<file path="src/rtl/sid_waveform_mixer_if.sv">
// SID type package and the mixer's bus interface: model, phase strobes, waveform bits in; DAC value and OSC3 out.
// Pure declarations; no logic, no latency.
// No flow control; the phase strobes are free-running.

package sid;

    typedef enum logic {
        MOS6581 = 1'b0,
        MOS8580 = 1'b1
    } model_e;

    // One-hot SID cycle phase strobes; index constants name each strobe bit.
    typedef logic [3:0] phase_t;
    localparam int PHI1      = 0;
    localparam int PHI2      = 1;
    localparam int PHI2_PHI1 = 2;
    localparam int PHI1_PHI2 = 3;

    typedef struct packed {
        logic [3:0]  selector;   // {noise, pulse, saw, tri}
        logic [7:0]  noise;
        logic        pulse;
        logic [11:0] saw_tri;
    } waveform_i_t;

endpackage

interface sid_waveform_mixer_if;
    sid::model_e      model;
    sid::phase_t      phase;
    sid::waveform_i_t in;
    logic [11:0]      wav;
    logic [7:0]       osc3;

    modport master (output model, output phase, output in, input wav, input osc3);
    modport slave  (input model, input phase, input in, output wav, output osc3);
endinterface

</file>
<file path="src/rtl/sid_waveform_mixer.sv">
// Per-voice waveform mixer: ANDs the selected components into the 12-bit DAC value and models the floating-DAC hold/fade.
// Latency: inputs sampled on the clk after PHI1_PHI2, result visible one clk later; stable between samples.
// No backpressure: phase is free-running and one sample is taken per SID cycle unconditionally.

module sid_waveform_mixer #(
    parameter logic [19:0] HOLD_6581 = 20'h04000,
    parameter logic [19:0] HOLD_8580 = 20'h3F000
) (
    input  logic                   clk,
    input  logic                   res,
    sid_waveform_mixer_if.slave    bus
);

    logic        smp;
    logic [19:0] fcnt;
    logic [11:0] wav;
    logic [7:0]  osc3;

    logic [11:0] tri_c;
    logic [11:0] saw_c;
    logic [11:0] pul_c;
    logic [11:0] noi_c;
    logic [11:0] mix;
    logic [19:0] hold;
    logic        sel_none;
    logic        fade;
    logic [11:0] wav_nxt;

    // Only the PHI1_PHI2 strobe is used; the other phase bits are deliberately ignored.
    logic unused_phase;
    assign unused_phase = ^{bus.phase[sid::PHI1], bus.phase[sid::PHI2], bus.phase[sid::PHI2_PHI1]};

    assign bus.wav  = wav;
    assign bus.osc3 = osc3;

    // Sample strobe lags PHI1_PHI2 by one clk so late saw_tri updates of either model are captured.
    always_ff @(posedge clk) begin
        if (res) begin
            smp <= 1'b0;
        end else begin
            smp <= bus.phase[sid::PHI1_PHI2];
        end
    end

    // Component mix, hold time selection and fade decision for the next sample.
    always_comb begin
        tri_c    = {bus.in.saw_tri[10:0], 1'b0};
        saw_c    = bus.in.saw_tri;
        pul_c    = {12{bus.in.pulse}};
        noi_c    = {bus.in.noise, 4'b0000};
        sel_none = (bus.in.selector == 4'b0000);
        hold     = (bus.model == sid::MOS6581) ? HOLD_6581 : HOLD_8580;

        mix = 12'hFFF;
        if (bus.in.selector[0]) mix = mix & tri_c;
        if (bus.in.selector[1]) mix = mix & saw_c;
        if (bus.in.selector[2]) mix = mix & pul_c;
        if (bus.in.selector[3]) mix = mix & noi_c;
        // Nothing selected: the DAC input floats and keeps its last value.
        if (sel_none) mix = wav;

        // Greater-or-equal so a switch to the shorter hold clears on the next sample.
        fade    = sel_none && (fcnt >= (hold - 20'd1));
        wav_nxt = fade ? 12'h000 : mix;
    end

    // Output registers and float counter advance once per SID cycle on the sample strobe.
    always_ff @(posedge clk) begin
        if (res) begin
            wav  <= 12'h000;
            osc3 <= 8'h00;
            fcnt <= 20'd0;
        end else if (smp) begin
            wav  <= wav_nxt;
            osc3 <= wav_nxt[11:4];
            if (!sel_none) begin
                fcnt <= 20'd0;
            end else if (fcnt < hold) begin
                fcnt <= fcnt + 20'd1;
            end
        end
    end

endmodule

</file>
<file path="src/flat_wrapper.sv">
// flat-port wrapper written by rule: the top's interface ports become plain ports
module sid_waveform_mixer_flat 
#(
    parameter logic [19:0] HOLD_6581 = 20'h04000,
    parameter logic [19:0] HOLD_8580 = 20'h3F000
)
  (clk, res, bus_model, bus_phase, bus_in, bus_wav, bus_osc3);
  sid_waveform_mixer_if bus_i ();
  input  logic clk;
  input  logic res;
  input wire logic [$bits(bus_i.model)-1:0] bus_model;
  input wire logic [$bits(bus_i.phase)-1:0] bus_phase;
  input wire logic [$bits(bus_i.in)-1:0] bus_in;
  output wire logic [$bits(bus_i.wav)-1:0] bus_wav;
  output wire logic [$bits(bus_i.osc3)-1:0] bus_osc3;
  assign bus_i.model = bus_model;
  assign bus_i.phase = bus_phase;
  assign bus_i.in = bus_in;
  assign bus_wav = bus_i.wav;
  assign bus_osc3 = bus_i.osc3;
  sid_waveform_mixer #(.HOLD_6581(HOLD_6581), .HOLD_8580(HOLD_8580)) u_core (.clk(clk), .res(res), .bus(bus_i));
endmodule
</file>
<file path="config.mk">
export PLATFORM = sky130hd
export DESIGN_NAME = sid_waveform_mixer_flat
export DESIGN_NICKNAME = d
export VERILOG_FILES = /design/src/rtl/sid_waveform_mixer_if.sv /design/src/rtl/sid_waveform_mixer.sv /design/src/flat_wrapper.sv
export SDC_FILE = /design/constraint.sdc
export NUM_CORES = 1
export LEC_CHECK = 0
export ABC_CLOCK_PERIOD_IN_PS = 2550
export BUFFER_PORTS_ARGS = -buffer_cell sky130_fd_sc_hd__buf_2
export CELL_PAD_IN_SITES_DETAIL_PLACEMENT = 1
export CELL_PAD_IN_SITES_GLOBAL_PLACEMENT = 2
export CORE_MARGIN = 2
export CORE_UTILIZATION = 30
export CTS_CLUSTER_SIZE = 14
export DETAILED_ROUTE_END_ITERATION = 7
export HOLD_SLACK_MARGIN = 0.08
export PLACE_DENSITY = 0.84
export SYNTH_ARGS = -nofsm -noshare
export SYNTH_HDL_FRONTEND = slang
export SYNTH_SLANG_ARGS = --single-unit
</file>
<file path="constraint.sdc">
create_clock -name clk -period 2.55 [get_ports clk]
set_clock_uncertainty 0.1 [all_clocks]
set_input_delay 0.1275 -clock clk [delete_from_list [all_inputs] [get_ports clk]]
set_output_delay 0.1275 -clock clk [all_outputs]
set_load 0.05 [all_outputs]
</file>
### Word-level counts from Yosys, hierarchy flattened

Cells that the tools add are included.
W data, S select, Z words.

* memories kept: 0
* input port bits: 32
* memory bits (read-only): 0
* output and inout bits: 20
* latch bits: 0
* register bits: 33
* word-level logic and storage cells: 26
* memory bits (writable): 0

* multipliers: 0
* div/mod/pow operators: 0
* muxes and demuxes: 9
* $lt $le $gt $ge: 2
* eq/ne operators: 2
* add/sub/neg operators: 2
* reductions and logical operators: 4
* bitwise operators: 3
* shift-type cells: 0

Operators by type and width (count)
* $mux W12: 6
* $mux W20: 2
* $and A12 B12 Y12: 3
* $add A20 B1 Y20 const B: 1
* $ge A20 B20 Y1: 1
* $lt A20 B20 Y1: 1
* $sub A20 B1 Y20 const B: 1
* $mux W18: 1
* $logic_not A4 Y1: 1
* $ne A2 B2 Y1 const B: 2
* $reduce_and A2 Y1: 2
* $logic_and A1 B1 Y1: 1

### Longest topological paths before layout

Gate-level depths: netlist of run 1.

* depth after elaboration: 9
* mapped depth: 7
* gate-level depth less buffers: 7

### Worst setup path before layout of run 1

No wires, ideal clock.

* kind: flip-flop to flip-flop
* from: reg u_core.fcnt[17]
* to: reg u_core.fcnt[17]
* clock period less this slack: 2.306 ns
* data required time: 2.379 ns
* buffers on the path: 0
* stages on the path, launching flop included: 7
* library setup time: 0.071 ns
* setup slack: 0.244 ns
* data arrival time: 2.135 ns
* cells stage by stage: dfxtp_1 -> ha_1 -> a2111oi_4 -> nor2_2 -> or4b_4 -> or4_1 -> a21oi_1

* cells in the longest elaborated chain, start to end: 3
* elaborated cells between the ends (all ways): 6
* classes of those cells: add/sub (1); order compare (1); eq/ne (1); mux (2); reduce/logical (1)

RTL lines
* start: declaration: RTL line sid_waveform_mixer.sv:15 `logic [19:0] fcnt;`
* start signal: assignment: RTL line sid_waveform_mixer.sv:79 `fcnt <= fcnt + 20'd1;`
* $add A20 B1 Y20 / $lt A20 B20 Y1 (equally long branches): RTL line sid_waveform_mixer.sv:79, sid_waveform_mixer.sv:78
* $mux W20 / $ne A2 B2 Y1 (equally long branches)
* $mux W20 / $reduce_and A2 Y1 (equally long branches)

Parallel ways exist; a longest one is shown, timed or not. The select of a mux whose other input is x is not followed.
A chain may end at the register's enable or synchronous reset.

### Worst setup path after layout of run 1

Same ends and word-level chain as after synthesis.

==> results of run 1 <==
[placed cells by master, fill, tap and decap left out, types with 9 or more instances in the layout]
cell	Yosys	final
o2bb2ai_1	12	12
a21oi_1	11	10
o22ai_1	12	11
dfxtp_1	33	33
buf_2	3	48
nor2_1	16	16
nand2_1	9	9
dlygate4sd3_1	0	15
[timing repair]
item,4_1_cts,5_1_grt
endpoints found under the setup margin,0,8
gates resized for setup,0,2
hold buffers,15,0
endpoints found under the hold margin,15,0
setup buffers,0,0
[synthesized netlist by cell type, types with 2 or more instances]
master,number,area share
and4_1,2,0.0095
and2_1,4,0.014
clkbuf_1,6,0.012
o2bb2ai_1,12,0.057
ha_1,8,0.055
mux2i_1,3,0.016
xnor2_1,8,0.038
nand2_1,9,0.018
inv_1,6,0.012
nand2b_1,3,0.010
nor3_1,6,0.016
a2111oi_4,2,0.030
o31ai_1,3,0.012
nor3b_1,2,0.0082
buf_4,8,0.033
nor2_1,16,0.033
or4_1,4,0.016
nand3_1,8,0.022
nand4_1,8,0.027
o22ai_1,12,0.041
o21ai_0,3,0.0082
and3_1,3,0.010
o21bai_1,8,0.033
a21oi_1,11,0.030
dfxtp_1,33,0.36
nor4_1,2,0.0068
buf_2,3,0.0082
[worst max-delay path: stages, from the launching register on]
cell,delay [ps]
dfxtp_1,340
ha_1,330
a2111oi_4,380
nor2_2,80
or4b_4,540
or4_1,410
a21oi_1,150
[routing by layer]
| layer | vias up | part of all wire |
|---|---|---|
| li1 | 890 | - |
| met1 | 855 | 0.45 |
| met2 | 40 | 0.48 |
| met3 | 7 | 0.050 |
| met4 | 0 | 0.013 |
| met5 | - | 0 |
[worst paths after layout]
check,start,end,slack [ps],cells past startpoint
setup / recovery,u_core.fcnt[17],u_core.fcnt[17],140,6
hold / removal,bus_in[15],u_core.bus.osc3[2],170,4
setup reg to reg,u_core.fcnt[17],u_core.fcnt[17],140,6
hold reg to reg,u_core.bus.wav[2],u_core.bus.wav[2],360,1
[area by class of cell]
| cell class | count | area (um2) |
|---|---|---|
| Tap cell | 75 | 93.84 |
| Clock inverter | 2 | 10.01 |
| Sequential cell | 33 | 660.6 |
| Inverter | 7 | 26.28 |
| Clock buffer | 6 | 72.57 |
| Timing Repair Buffer | 70 | 442.9 |
| Multi-Input combinational cell | 150 | 1057 |
| Fill cell | 726 | 3557 |
[registers in the layout, indices dropped and copies added (netlist names)]
signal           count
u_core.bus.osc3      8
u_core.fcnt         20
u_core.smp           1
u_core.bus.wav       4
[power by group through the flow]
stage               registers (uW)  logic [uW]  clock network (uW)
floorplan                      566        86.4                   0
global placement               542         156                   0
detailed placement             542         159                   0
CTS                            531         179                 407
global route                   531         194                 427
finish                         531         180                 390
[metrics by stage]
stage,cells,power [uW],instance area (um2)
6_report,343,1101,2364
5_1_grt,343,1153,2364
4_1_cts,343,1116,2354
3_5_place_dp,320,701.6,2121
3_3_place_gp,320,698.4,2121
2_1_floorplan,208,652.4,1836
[kinds of logic (layout without fill, tap and decap cells)]
group           Yosys count  in the layout
fa+ha+maj                 8              8
simple gates             73             73
compound gates           58             58
flops                    33             33
xor+xnor                  8              8
mux                       3              3
buf+inv                  25             85
==> out/qor.txt, run 1 <==
status: complete, no violations
endpoint type of the worst setup path: register
Post-DRT Antenna Nets: 0
CTS buffer count: 5
Final Setup Violations: 0
Via density: 5.224
layout cells sized above 1: 0.2537
worst-path maximum fanout: 4
Leak: 0.0009528 uW
Seq pwr share: 0.482
clk_lat worst skew: 290 ps
synth unique cells: 42
Clock transition at path regs: 70 ps
register area share after synthesis: 0.3599
Tcrit/Tclk final: 0.9446
Peak VDD IR: 0.1634 mV
pwr dens: 465.7 mW/mm2
final worst path period need: 2409 ps
maximum clock path buffer count: 2
GPL Wtd Cong: 0.7217
first-pass GRT wire length: 8.880 mm
# nets final: 307
Mapped Area: 0.001836 mm2
Die Wd: 82.22 um
GR peak layer: met2
WL per Instance: 15.76 um
Max Clock Freq: 0.4152 GHz
row cnt: 28
Max transition margin: 0.6054
grt met3 use: 0.03913
area grow syn2layout: 28.77%
largest net degree at the start of global routing: 16
Comb pwr share: 0.163
CORE AREA: 0.005921 mm2
clock share of power: 0.354
IO Pins: 52
total congestion overflow: 0
XOR/XNOR Fraction of Synth Area: 0.03817
GRT Total Usage: 0.1706
Routed Wire Length: 5.407 mm
largest family of logic cells by synthesized area: compound AO/OA/AOI/OAI gates
iteration count of the initial detailed-routing pass: 4
RSZ-0062 raised after global routing: false
Synth Area in Simple Gates: 0.2202
met2 Track Usage GR: 0.2984
post-DP HPWL: 3.887 mm
hold slack: 167.9 ps
Sink Count: 33
Max-cap violations: 0
Slew @ Worst Pin: 591.9 ps
I/O Buffers: 48
setup TNS: 0 ps
CTS root buffer: clkbuf_8
adder-cell area share of the yosys netlist: 0.05453
initial core utilization: 0.3100
vias in the first global route: 1846
#FFs+latches synth: 33
prevailing post-synth register cell: dfxtp_1
Starting DRT DRC Count: 54
WS Path Type: register to register
initial antenna violation count: 0
via count: 1792
syn nets: 248
worst path arrival time: 2530 ps
Net Sw Frac: 0.2906
synthesized area per cell: 8.825 um2
Internal: 780.8 uW
ANT cells: 0
Clock H-tree levels: 2
ys async rst share: 0
element type at the critical path start: register
final hold violation count: 0
YS warnings: 0
Synth Area in Compound Gates: 0.2413
DRC viols: 0
met1 usage: 0.2035
Final Worst Setup Slack: 141.3 ps
post-synthesis mux area share: 0.01636
Post-synth EDFFs: 0
Hold WC Path Type: primary input to register
die area: 0.006760 mm2
NetSw: 319.9 uW
Die Ht: 82.22 um
WP data required: 2670 ps
max-slew violations: 0
Place WS: 30.89 ps
Post-Synthesis Cells: 208
CTS tree: done
Core Util, Final: 0.3992
(Power assumes the default switching activity.)
==> inputs of run 2 (changes only) <==
ABC_CLOCK_PERIOD_IN_PS = 2890   (was 2550)
CORE_UTILIZATION = 32   (was 30)
GPL_ROUTABILITY_DRIVEN = 0   (was not set)
PLACE_DENSITY = 0.88   (was 0.84)
clock period = 2.89 ns   (was 2.55 ns; I/O delays follow)
==> run 2 against run 1 <==
Net effect: register-to-register slack gained 250 ps; worst hold slack lost 74 ps; largest power group unchanged; first-iteration DRC count shrank 13%; via count shrank 1.9%; critical path type unchanged.
==> out/qor.txt, run 2 (synthesis results as in run 1) <==
Tcrit/Tclk final: 0.8649 (was 0.9446)
I/O Buffers: 48 (unchanged)
worst path arrival time: 2610 ps (was 2530 ps)
initial core utilization: 0.3333 (was 0.3100)
total power draw: 950.3 uW (was 1101 uW)
CTS root buffer: clkbuf_8 (unchanged)
row cnt: 27 (was 28)
Max transition margin: 0.3505 (was 0.6054)
Max-cap violations: 0 (unchanged)
Starting DRT DRC Count: 47 (was 54)
Leak: 0.0009040 uW (was 0.0009528 uW)
Peak VDD IR: 0.3458 mV (was 0.1634 mV)
pwr dens: 416.4 mW/mm2 (was 465.7 mW/mm2)
postcts setup bufs: 0 (unchanged)
Via density: 5.295 (was 5.224)
first-pass GRT wire length: 8.280 mm (was 8.880 mm)
Hold WC Path Type: primary input to register (unchanged)
final hold violation count: 0 (unchanged)
initial antenna violation count: 0 (unchanged)
largest net degree at the start of global routing: 16 (unchanged)
vias in the first global route: 1740 (was 1846)
Core Util, Final: 0.4145 (was 0.3992)
RSZ-0062 raised after global routing: false (unchanged)
Final Setup Violations: 0 (unchanged)
biggest regs: u_core.fcnt x20, u_core.bus.osc3 x8, u_core.bus.wav x4 (unchanged)
Die Wd: 79.74 um (was 82.22 um)
Clock H-tree levels: 2 (unchanged)
Largest register FFs: 20 (unchanged)
placed cell area: 0.002072 mm2 (was 0.002121 mm2)
Die Ht: 79.74 um (was 82.22 um)
final worst path period need: 2499 ps (was 2409 ps)
element type at the critical path start: register (unchanged)
ANT cells: 0 (unchanged)
CTS tree: done (unchanged)
worst-path maximum fanout: 8 (was 4)
Final Worst Setup Slack: 390.6 ps (was 141.3 ps)
CTS buffer count: 5 (unchanged)
layout cells sized above 1: 0.2231 (was 0.2537)
Routed Wire Length: 4.976 mm (was 5.407 mm)
Slew @ Worst Pin: 974.2 ps (was 591.9 ps)
Post-DRT Antenna Nets: 0 (unchanged)
filler cell count: 664 (was 726)
iteration count of the initial detailed-routing pass: 4 (unchanged)
CORE AREA: 0.005507 mm2 (was 0.005921 mm2)
Hold Crit Depth: 3 (was 4)
most frequent cells in the layout: buf_2, dfxtp_1, nor2_1, dlygate4sd3_1 (was buf_2, dfxtp_1, nor2_1, dlygate4sd3_1, o2bb2ai_1)
IO Pins: 52 (unchanged)
final instance area: 0.002282 mm2 (was 0.002364 mm2)
total congestion overflow: 0 (unchanged)
WP data required: 3000 ps (was 2670 ps)
Clock transition at path regs: 70 ps (about the same)
setup TNS: 0 ps (unchanged)
leading cell type in the layout, fill and taps excluded: buf_2 (unchanged)
WS Path Type: register to register (unchanged)
max-slew violations: 0 (unchanged)
Place WS: 336.2 ps (was 30.89 ps)
GRT Total Usage: 0.1651 (was 0.1706)
Sink Count: 33 (unchanged)
area grow syn2layout: 24.34% (was 28.77%)
DRC viols: 0 (unchanged)
Top reg by flops: u_core.fcnt (unchanged)
status: complete, no violations (unchanged)
FF/Latch Area: 660.6 um2 (unchanged)
maximum clock path buffer count: 2 (unchanged)
clk_lat worst skew: 280 ps (was 290 ps)
die area: 0.006358 mm2 (was 0.006760 mm2)
WL per Instance: 14.99 um (was 15.76 um)
Max Clock Freq: 0.4001 GHz (was 0.4152 GHz)
endpoint type of the worst setup path: register (unchanged)
Multi-input gate area: 0.001047 mm2 (was 0.001057 mm2)
via count: 1758 (was 1792)
post-DP HPWL: 3.621 mm (was 3.887 mm)
R2R depth: 6 (unchanged)
# nets final: 299 (was 307)
## run 2: metrics by stage
stage	std cells	hold WS [ps]
CTS	332	84.55
detailed placement	311	264.6
global route	332	98.79
floorplan	208	172.7
global placement	311	255.8
finish	332	94.17
## run 2: path summary, 6_finish.rpt
path,slack [ps],endpoint,startpoint
worst max-delay path,390,u_core.fcnt[17],u_core.fcnt[17]
worst min-delay path,90,u_core.bus.wav[2],bus_in[1]
worst max register to register,390,u_core.fcnt[17],u_core.fcnt[17]
worst min register to register,370,u_core.bus.wav[1],u_core.bus.wav[1]
## run 2: metal layers
| layer | wire length (um) | GRT usage | vias up |
|---|---|---|---|
| met5 | 0 | 0 | - |
| met4 | 78 | 0.05932 | 0 |
| met3 | 236 | 0.03620 | 7 |
| met2 | 2283 | 0.2697 | 41 |
| met1 | 2378 | 0.2138 | 834 |
| li1 | - | - | 876 |
## run 2: cell type report
cell class	instances	area share
multi-input cells	150	0.4589
flip-flops and latches	33	0.2895
repair buffers	62	0.1656
well taps	72	0.03947
clock buffers	8	0.03509
inverters	7	0.01151
## run 2: timing repair
item / in CTS / in global routing
hold buffers: 13 / 0
gates resized for setup: 0 / 0
endpoints found under the hold margin: 15 / 0
## run 2: critical path: stages, from the launching register on
cell and delay, ps:
dfxtp_1 340, ha_1 330, a2111oi_4 390, nor2_2 150, or4b_4 560, or4_1 400, a21oi_1 150
## run 2: power by group
| part | internal, uW | switching (uW) | total, uW |
|---|---|---|---|
| Clock | 171 | 161 | 332 |
| Sequential | 462 | 7.57 | 470 |
| Combinational | 54.2 | 94.2 | 148 |
==> inputs of run 3 (changes only) <==
ABC_AREA = 0   (was not set)
CORE_UTILIZATION = 30   (was 32)
PLACE_DENSITY = 0.84   (was 0.88)
==> run 3 against run 2 <==
Net effect: sequential share of layout area fell by 0.31 points; global-route usage fell by 1.1 points; via count barely moved; critical path type unchanged; critical endpoint unchanged; largest cell class unchanged; largest power group unchanged.
==> out/qor.txt, run 3 (synthesis results as in run 1) <==
Critical Path Source: u_core.fcnt[17] (unchanged)
maximum clock path buffer count: 2 (unchanged)
Die Ht: 82.22 um (was 79.74 um)
Max transition margin: 0.3468 (was 0.3505)
row cnt: 28 (was 27)
min-delay src: bus_in[7] (was bus_in[1])
largest net degree at the start of global routing: 16 (unchanged)
CTS resizes: 0 (unchanged)
layout cells sized above 1: 0.2346 (was 0.2231)
WP data required: 3000 ps (about the same)
biggest regs: u_core.fcnt x20, u_core.bus.osc3 x8, u_core.bus.wav x4 (unchanged)
CORE AREA: 0.005921 mm2 (was 0.005507 mm2)
final hold violation count: 0 (unchanged)
Final Setup Violations: 0 (unchanged)
Sink Count: 33 (unchanged)
Via density: 5.251 (was 5.295)
hold slack: 80.72 ps (was 94.17 ps)
GRT Total Usage: 0.1545 (was 0.1651)
Post-DRT Antenna Nets: 0 (unchanged)
worst r2r src: u_core.fcnt[17] (unchanged)
Die Wd: 82.22 um (was 79.74 um)
Max Clock Freq: 0.3950 GHz (was 0.4001 GHz)
NetSw: 277.8 uW (was 263.0 uW)
Top reg by flops: u_core.fcnt (unchanged)
post-DP HPWL: 3.682 mm (was 3.621 mm)
Starting DRT DRC Count: 54 (was 47)
Peak VDD IR: 0.2276 mV (was 0.3458 mV)
ANT cells: 0 (unchanged)
IO Pins: 52 (unchanged)
initial antenna violation count: 0 (unchanged)
Seq pwr share: 0.465 (was 0.494)
initial core utilization: 0.3100 (was 0.3333)
via count: 1759 (was 1758)
most frequent cells in the layout: buf_2, dfxtp_1, nor2_1, dlygate4sd3_1 (unchanged)
die area: 0.006760 mm2 (was 0.006358 mm2)
Largest register FFs: 20 (unchanged)
Hold WC Path Type: primary input to register (unchanged)
max-slew violations: 0 (unchanged)
status: complete, no violations (unchanged)
pwr dens: 437.7 mW/mm2 (was 416.4 mW/mm2)
element type at the critical path start: register (unchanged)
CTS buffer count: 5 (unchanged)
Clock transition at path regs: 70 ps (about the same)
filler cell count: 712 (was 664)
total congestion overflow: 0 (unchanged)
Slew @ Worst Pin: 979.8 ps (was 974.2 ps)
Comb pwr share: 0.149 (was 0.156)
CTS Hold Bufs: 13 (unchanged)
Leak: 0.0009175 uW (was 0.0009040 uW)
CTS root buffer: clkbuf_8 (unchanged)
area grow syn2layout: 25.70% (was 24.34%)
DRC viols: 0 (unchanged)
# nets final: 299 (unchanged)
Routed Wire Length: 5.094 mm (was 4.976 mm)
leading cell type in the layout, fill and taps excluded: buf_2 (unchanged)
postcts setup bufs: 0 (unchanged)
worst-path maximum fanout: 8 (unchanged)
I/O Buffers: 48 (unchanged)
Clock H-tree levels: 2 (unchanged)
Core Util, Final: 0.3897 (was 0.4145)
first-pass GRT wire length: 8.024 mm (was 8.280 mm)
Net Sw Frac: 0.2751 (was 0.2767)
vias in the first global route: 1752 (was 1740)
Tcrit/Tclk final: 0.8760 (was 0.8649)
Max-cap violations: 0 (unchanged)
clock share of power: 0.387 (was 0.350)
worst path arrival time: 2640 ps (was 2610 ps)
WS Path Type: register to register (unchanged)
CTS tree: done (unchanged)
iteration count of the initial detailed-routing pass: 4 (unchanged)
RSZ-0062 raised after global routing: false (unchanged)
Internal: 732.0 uW (was 687.3 uW)
WL per Instance: 15.21 um (was 14.99 um)
endpoint type of the worst setup path: register (unchanged)
setup TNS: 0 ps (unchanged)
final worst path period need: 2532 ps (was 2499 ps)
clk_lat worst skew: 280 ps (about the same)
==> run 3: cell types whose count changed in the layout (fill, tap and decap cells not counted) <==
cell | before | now
clkbuf_8 | 5 | 7
clkinv_2 | 0 | 1
clkbuf_1 | 3 | 0
==> run 3: per-layer routing <==
metal | global-route usage | part of all wire
met1 | 0.1940 | 0.46
met2 | 0.2669 | 0.48
met3 | 0.03043 | 0.044
met4 | 0.04500 | 0.011
met5 | 0 | 0
==> run 3: final cells by class <==
class	count	area, um2	area share
Clock buffer	7	96.34	0.04176
Clock inverter	1	5.005	0.002169
Inverter	7	26.28	0.01139
Multi-Input combinational cell	150	1047	0.4539
Sequential cell	33	660.6	0.2863
Tap cell	75	93.84	0.04067
Timing Repair Buffer	62	377.9	0.1638
==> run 3: final timing paths <==
| path | to | slack [ps] | depth (start not counted) |
|---|---|---|---|
| worst max-delay path | u_core.fcnt[17] | 360 | 6 |
| worst min-delay path | u_core.bus.osc3[4] | 80 | 3 |
| worst max register to register | u_core.fcnt[17] | 360 | 6 |
| worst min register to register | u_core.bus.wav[2] | 370 | 1 |
==> run 3: worst max-delay path: stages, from the launching register on <==
cell       delay, ps
dfxtp_1          390
ha_1             290
a2111oi_4        400
nor2_2           160
or4b_4           560
or4_1            410
a21oi_1          150
==> run 3: power groups by stage <==
stage	Combinational, uW	Clock (uW)	Sequential (uW)
final	150	390	469
after global routing	163	419	470
after CTS	150	402	469
after detailed placement	136	0	480
after global placement	134	0	479
after floorplan	76.3	0	499
==> run 3: metrics by stage <==
step	instance area, um2	instances	setup slack (ps)	power (uW)
final	2307	335	358.4	1010
after CTS	2307	335	364.6	1021
after floorplan	1836	208	584.2	575.6
after global placement	2076	314	389.5	613.1
after global routing	2307	335	147.5	1053
after detailed placement	2076	314	317.6	615.3
